`config.mk`:
```
export PLATFORM = sky130hd
export DESIGN_NAME = switch_debouncer_flat
export DESIGN_NICKNAME = d
export VERILOG_FILES = /design/src/rtl/switch_debouncer_if.sv /design/src/rtl/switch_debouncer.sv /design/src/flat_wrapper.sv
export SDC_FILE = /design/constraint.sdc
export NUM_CORES = 1
export LEC_CHECK = 0
export ABC_AREA = 1
export CAP_MARGIN = 10
export CELL_PAD_IN_SITES_DETAIL_PLACEMENT = 0
export CELL_PAD_IN_SITES_GLOBAL_PLACEMENT = 2
export CORE_AREA = 2 2 39 41
export DETAILED_ROUTE_END_ITERATION = 8
export DIE_AREA = 0 0 41 43
export GPL_ROUTABILITY_DRIVEN = 1
export HOLD_SLACK_MARGIN = 0.02
export PLACE_DENSITY = 0.52
export SKIP_LAST_GASP = 1
export SYNTH_ARGS = -nofsm -noshare
export SYNTH_HDL_FRONTEND = slang
export SYNTH_SLANG_ARGS = --single-unit
```
`constraint.sdc`:
```
create_clock -name clk -period 1.06 [get_ports clk]
set_clock_uncertainty 0.15 [all_clocks]
set_input_delay 0.106 -clock clk [delete_from_list [all_inputs] [get_ports clk]]
set_output_delay 0.106 -clock clk [all_outputs]
set_load 0.01 [all_outputs]
```
`src/rtl/switch_debouncer_if.sv`:
```
// -----------------------------------------------------------------------------
// switch_debouncer_if
// Bundles the switch-side and Moore-machine-side signals of switch_debouncer.
//   w_raw    [1:0] : raw switch bus, asynchronous to the debouncer clock
//   w_stable [1:0] : debounced switch code (drives Moore machine W)
//   w_change       : one-cycle strobe when w_stable takes a new value
//   busy           : a candidate value is currently settling
// Modports:
//   master : environment side (drives w_raw, observes the results)
//   slave  : debouncer side (reads w_raw, drives the results)
// -----------------------------------------------------------------------------
interface switch_debouncer_if;
    logic [1:0] w_raw;
    logic [1:0] w_stable;
    logic       w_change;
    logic       busy;

    modport master (
        output w_raw,
        input  w_stable,
        input  w_change,
        input  busy
    );

    modport slave (
        input  w_raw,
        output w_stable,
        output w_change,
        output busy
    );
endinterface

```
`src/rtl/switch_debouncer.sv`:
```
// -----------------------------------------------------------------------------
// switch_debouncer
// Conditions the raw 2-bit switch bus for the Moore machine: a two-flop
// synchronizer followed by a settle-time filter that commits a new 2-bit code
// only after it has been seen unchanged for DEBOUNCE_CYCLES consecutive cycles.
// Both bits are treated as one word: any movement restarts the settle time.
//
// Parameters:
//   DEBOUNCE_CYCLES : cycles a new synchronized value must hold (1..2^CNT_W)
//   CNT_W           : settle counter width (must hold DEBOUNCE_CYCLES-1)
// Ports:
//   clk   : clock shared with the Moore machine
//   reset : asynchronous assert, synchronous release, active-low
//   sw    : switch_debouncer_if.slave (w_raw in; w_stable, w_change, busy out)
// Build option:
//   SWITCH_DEBOUNCE_EN : defined   -> full settle-time filter (IDLE/SETTLE FSM)
//                        undefined -> filter compiled out; w_stable follows the
//                                     synchronized input with a fixed 3-edge
//                                     latency, w_change marks each update,
//                                     busy is always 0
// -----------------------------------------------------------------------------
module switch_debouncer #(
    parameter int unsigned DEBOUNCE_CYCLES = 16,
    parameter int unsigned CNT_W           = 8
) (
    input  logic               clk,
    input  logic               reset,
    switch_debouncer_if.slave  sw
);

    // Illegal settle-time configurations are rejected at elaboration.
    if ((DEBOUNCE_CYCLES < 32'd1) || (DEBOUNCE_CYCLES > (32'd1 << CNT_W))) begin : g_cfg_check
        $error("switch_debouncer: DEBOUNCE_CYCLES must lie in 1..2^CNT_W");
    end

    logic [1:0] sync1_q;
    logic [1:0] sync2_q;
    logic [1:0] w_stable_q;
    logic       w_change_q;

    // Two-flop synchronizer; both bits share the same stages so a word is
    // never split across different capture cycles.
    always_ff @(posedge clk or negedge reset) begin
        if (!reset) begin
            sync1_q <= 2'b00;
            sync2_q <= 2'b00;
        end else begin
            sync1_q <= sw.w_raw;
            sync2_q <= sync1_q;
        end
    end

`ifdef SWITCH_DEBOUNCE_EN

    typedef enum logic [0:0] {
        ST_IDLE   = 1'b0,
        ST_SETTLE = 1'b1
    } state_e;

    localparam logic [CNT_W-1:0] CNT_LAST = CNT_W'(DEBOUNCE_CYCLES - 32'd1);
    localparam logic [CNT_W-1:0] CNT_ONE  = CNT_W'(32'd1);
    localparam logic [CNT_W-1:0] CNT_ZERO = CNT_W'(32'd0);

    state_e           state_q;
    state_e           state_d;
    logic [1:0]       cand_q;
    logic [1:0]       cand_d;
    logic [CNT_W-1:0] cnt_q;
    logic [CNT_W-1:0] cnt_d;
    logic [1:0]       w_stable_d;
    logic             w_change_d;
    logic             busy_q;
    logic             busy_d;

    // Settle FSM next-state and output decode. Return-to-stable wins over a
    // candidate change, which wins over commit, so a glitch that lands back on
    // the committed code never produces a strobe.
    always_comb begin
        state_d    = state_q;
        cand_d     = cand_q;
        cnt_d      = cnt_q;
        w_stable_d = w_stable_q;
        w_change_d = 1'b0;

        case (state_q)
            ST_IDLE: begin
                if (sync2_q != w_stable_q) begin
                    state_d = ST_SETTLE;
                    cand_d  = sync2_q;
                    cnt_d   = CNT_ZERO;
                end else begin
                    cnt_d   = CNT_ZERO;
                end
            end
            ST_SETTLE: begin
                if (sync2_q == w_stable_q) begin
                    state_d = ST_IDLE;
                    cnt_d   = CNT_ZERO;
                end else if (sync2_q != cand_q) begin
                    cand_d  = sync2_q;
                    cnt_d   = CNT_ZERO;
                end else if (cnt_q == CNT_LAST) begin
                    w_stable_d = cand_q;
                    w_change_d = 1'b1;
                    state_d    = ST_IDLE;
                    cnt_d      = CNT_ZERO;
                end else begin
                    // Bounded by the commit compare above, so it never wraps.
                    cnt_d = cnt_q + CNT_ONE;
                end
            end
            default: begin
                state_d = ST_IDLE;
                cand_d  = 2'b00;
                cnt_d   = CNT_ZERO;
            end
        endcase

        busy_d = (state_d == ST_SETTLE);
    end

    // FSM state, candidate, counter and registered outputs.
    always_ff @(posedge clk or negedge reset) begin
        if (!reset) begin
            state_q    <= ST_IDLE;
            cand_q     <= 2'b00;
            cnt_q      <= CNT_ZERO;
            w_stable_q <= 2'b00;
            w_change_q <= 1'b0;
            busy_q     <= 1'b0;
        end else begin
            state_q    <= state_d;
            cand_q     <= cand_d;
            cnt_q      <= cnt_d;
            w_stable_q <= w_stable_d;
            w_change_q <= w_change_d;
            busy_q     <= busy_d;
        end
    end

    assign sw.busy = busy_q;

`else

    logic [1:0] hold_q;

    // Filter compiled out: one pipeline stage after the synchronizer keeps the
    // latency equal to the shortest debounced path (3 edges), and the strobe
    // is derived from the same register pair so it coincides with the update.
    always_ff @(posedge clk or negedge reset) begin
        if (!reset) begin
            hold_q     <= 2'b00;
            w_stable_q <= 2'b00;
            w_change_q <= 1'b0;
        end else begin
            hold_q     <= sync2_q;
            w_stable_q <= hold_q;
            w_change_q <= (hold_q != w_stable_q);
        end
    end

    assign sw.busy = 1'b0;

`endif

    assign sw.w_stable = w_stable_q;
    assign sw.w_change = w_change_q;

endmodule

```
`src/flat_wrapper.sv`:
```
// flat-port wrapper written by rule: the top's interface ports become plain ports
module switch_debouncer_flat 
#(
    parameter int unsigned DEBOUNCE_CYCLES = 16,
    parameter int unsigned CNT_W           = 8
)
  (clk, reset, sw_w_raw, sw_w_stable, sw_w_change, sw_busy);
  switch_debouncer_if sw_i ();
  input  logic clk;
  input  logic reset;
  input wire logic [$bits(sw_i.w_raw)-1:0] sw_w_raw;
  output wire logic [$bits(sw_i.w_stable)-1:0] sw_w_stable;
  output wire logic [$bits(sw_i.w_change)-1:0] sw_w_change;
  output wire logic [$bits(sw_i.busy)-1:0] sw_busy;
  assign sw_i.w_raw = sw_w_raw;
  assign sw_w_stable = sw_i.w_stable;
  assign sw_w_change = sw_i.w_change;
  assign sw_busy = sw_i.busy;
  switch_debouncer #(.DEBOUNCE_CYCLES(DEBOUNCE_CYCLES), .CNT_W(CNT_W)) u_core (.clk(clk), .reset(reset), .sw(sw_i));
endmodule
```
# Word-level counts from Yosys, hierarchy flattened

Index checks and enable logic that the tools add are counted.

Register bits after elaboration: 9
Input port bits: 4
Output and inout bits: 4

Equal/unequal tests: 1

Operators by type and width:

| operator              | count |
|---|---|
| 2-bit inequality test | 1 |

# Depth between registers and ports, before layout

Depth in word-level cells: 1
Depth in mapped cells: 4
Gate-level depth less buffers: 4

# Worst setup path before layout

No wires, ideal clock.

Kind: reg-to-reg
Start: register u_core.w_stable_q[1] (netlist: u_core.sw.w_stable[1])
End: register u_core.w_change_q (netlist: u_core.sw.w_change)
Setup time: 0.122 ns
Arrival time: 0.603 ns
Data required time: 0.788 ns
Setup slack: 0.185 ns
Cell stages (with the launch flop): 3
Path buffers: 0
Clock period less this slack: 0.875 ns
Cell sequence: dfrtp_1 xnor2_1 nand2_1

Longest elaborated chain between the ends: 1

Ends and longest elaborated chain:

| element                  | line                    | source |
|---|---|---|
| start: declaration       | switch_debouncer.sv:38  | `logic [1:0] w_stable_q;` |
| start signal: assignment | switch_debouncer.sv:157 | `w_stable_q <= hold_q;` |
| 2-bit inequality test    | switch_debouncer.sv:158 | `w_change_q <= (hold_q != w_stable_q);` |
| end signal: assignment   | switch_debouncer.sv:158 |  |
| end: declaration         | switch_debouncer.sv:39  | `logic w_change_q;` |

No other way between the ends.

# Final worst setup path

Start: register u_core.w_stable_q[1] (netlist: u_core.sw.w_stable[1])
End: output sw_w_stable[1]

RTL lines:

| element          | line               | source |
|---|---|---|
| end: declaration | flat_wrapper.sv:12 | `output wire logic [$bits(sw_i.w_stable)-1:0] sw_w_stable;` |

No word-level cell between the ends.

==> results.md <==
* Final worst setup slack at 0.03813 ns
* Row count at 14
* XOR/XNOR Fraction of Synth Area at 3.271%
* Die ar. at 1763 um2
* CTS tree: yes
* Mapped Area at about 270 um2
* Final Critical Period at just over 1 ns
* Core area at approximately 1400 um2
* Worst path arrival time at 0.77 ns
* CP endpoint kind: primary output
* Largest family of logic cells by synthesized area: buffers and inverters
* Grt total ovfl at 0
* Root buffer cell: clkbuf_4
* Place WS at -0.05867 ns
* DRT Pass-1 Iters at 3
* Initial Util at roughly 19%
* Ant diodes at 0
* Syn_area_per_cell at between 10 and 15 um2
* Clk_lat worst skew at 0.25 ns
* Antenna-violating nets left at 0
* Placed Area at 355.3 um2
* Post-Synth Simple-Gate Area at under 10%
* Final setup fails at 0
* Post-synthesis adder-cell area fraction at 0%
* Synth warnings at 0
* Cell taking the most area after synthesis: dfrtp_1
* DRC Markers at 0
* Slowest stage delay, CP at between 0.3 and 0.4 ns
* Hold Fails Final Rpt at 9
* Static Leak at 0.0001792 uW
* Final hold slack at -0.01381 ns
* CTS Buf Count at 3
* Post-route setup TNS at 0 ns
* Post CTS Setup Buffer Count at 0
* IO Pins at 8
* Synth top area cells: dfrtp_1 84%, nand2_1 5.6%, xnor2_1 3.3%
* Port Buffers at 6
* Outcome: finished, violations left
* Largest net degree at the start of global routing at 10
* Worst setup SP type: flip-flop
* Post-route cell area at 372.9 um2
* Hold crit path type: in2async
* Area fraction in compound gates after synthesis at 0%
* RSZ-0062 raised after global routing: true
* Layout area overhead at 39.25%
* Power density over cell area at about 1800 nW/um2
* Fmax at 978.6 MHz
* Final GP Congestion at around 0.5
* 1st-iter DRT viols at 3
* WL per Instance at about 7.0 um
* Die Y at ~43 um
* Flops & latches, synth at 9
* Post-Route WL at roughly 320 um
* H-tree depth at 1
* Reg2reg start: u_core.sw.w_stable[0]
* Final Core Density at 26.94%
* Layout cells sized above 1 at between 20% and 30%
* Clock buffer depth at 2
* Critical Path Source: u_core.sw.w_stable[1]
* WS Path Type: reg2out
* Clock-pin slew on the worst setup and hold paths at 0.06 ns
* Synth cell types at 6
* Post-Syn Nets at 22
* Total of max-cap violations at 0
* Reg2reg path depth at 5
* Die W at 41 um
* R2r setup slk at ~0.09 ns
* Antenna violations before repair at 0
* Post-synthesis sequential area ratio at a little over four fifths
* Mux cell area share after synthesis at 0%
* VDD IR max at roughly 0.55 mV
* Crit-path slowest cell: dfrtp_1
* Fillers at 150
* Reg2reg end: u_core.sw.w_change
* CP top delay family: flip-flops
* Vias in the first global route at around 150
* Crit path buf inv count at 1
* Top cell type's share of synthesized area at 84.11%
* First-pass GRT wire length at around 620 um
* Worst-path cell chain: buf_2
* Vias per inst at ~3.4
* Nets at 34
* Sink Count at 9
* Period utilisation layout at 96.40%
* DR vias at 151
* Overall Global Routing Usage at just over 6%
* Failing checks: hold timing
* Cell count after synthesis at 18
* Top fanout value on the critical path at 2
* Worst EP required at approximately 0.80 ns
* Max-slew violations at 0
[Yosys cell counts, drive strengths merged]
cell type / n
dfrtp: 9
xnor2: 1
inv: 2
nand2: 4
conb: 1
buf: 1
[worst max-delay path by stage]
| stage | end | cells past startpoint | slack, ns |
|---|---|---|---|
| after floorplan | u_core.sw.w_change | 2 | 0.18 |
| after global placement | sw_w_stable[1] | 1 | -0.06 |
| after detailed placement | sw_w_stable[0] | 1 | -0.06 |
| after CTS | sw_w_stable[1] | 1 | 0.02 |
| after global routing | sw_w_stable[1] | 1 | -0.01 |
| final | sw_w_stable[1] | 1 | 0.04 |
[kinds of logic (layout without fill, tap and decap cells)]
logic type / count (synthesis) / after routing
flops: 9 / 9
simple gates: 4 / 4
buf+inv: 3 / 14
xor+xnor: 1 / 1
other cells: 1 / 1
[power breakdown]
group	internal, uW	leakage [uW]	switching [uW]	total, uW
logic	25.9	0.0000610	20.1	45.9
clock network	144	0.0000150	106	250
registers	362	0.000103	7.41	370
total	532	0.000179	133	666
[flip-flops by register name, summed over array words and instances (netlist names)]
| name | flops |
|---|---|
| u_core.sw.w_stable | 2 |
| u_core.sync2_q | 2 |
| u_core.sw.w_change | 1 |
| u_core.sync1_q | 2 |
| u_core.hold_q | 2 |
[layer usage]
metal	share of wire [%]	vias to the layer above	track usage, %
met4	0	0	8.000
met2	46	7	5.938
li1	-	71	-
met3	12	0	3.141
met1	42	73	7.744
met5	0	-	0
[cell type report]
cell class / count / area, um2 / share of cell area (%)
inverters: 2 / 7.507 / 2.013
well taps: 16 / 20.02 / 5.369
flip-flops and latches: 9 / 225.2 / 60.40
repair buffers: 8 / 66.31 / 17.79
clock buffers: 4 / 26.28 / 7.047
multi-input cells: 6 / 27.53 / 7.383
[layout by cell type (no fill, tap or decap), types with 2 or more instances in the layout]
master	count
buf_2	2
buf_4	2
clkbuf_4	3
clkdlybuf4s50_1	3
dfrtp_1	9
inv_1	2
nand2_1	4
[timing repair]
item                       4_1_cts  5_1_grt
setup endpoints to repair        3        2
gates resized for setup         12        1
hold endpoints to repair         9        9
[metrics by stage]
step / instances / hold WS, ns / power (uW)
2_1_floorplan: 18 / -0.3396 / 391.3
3_3_place_gp: 41 / 0.1841 / 426.7
3_5_place_dp: 41 / 0.1911 / 427.7
4_1_cts: 45 / -0.01003 / 679.0
5_1_grt: 45 / 0.008903 / 717.4
6_report: 45 / -0.01381 / 665.8
Power figures use the tool's default switching activity.
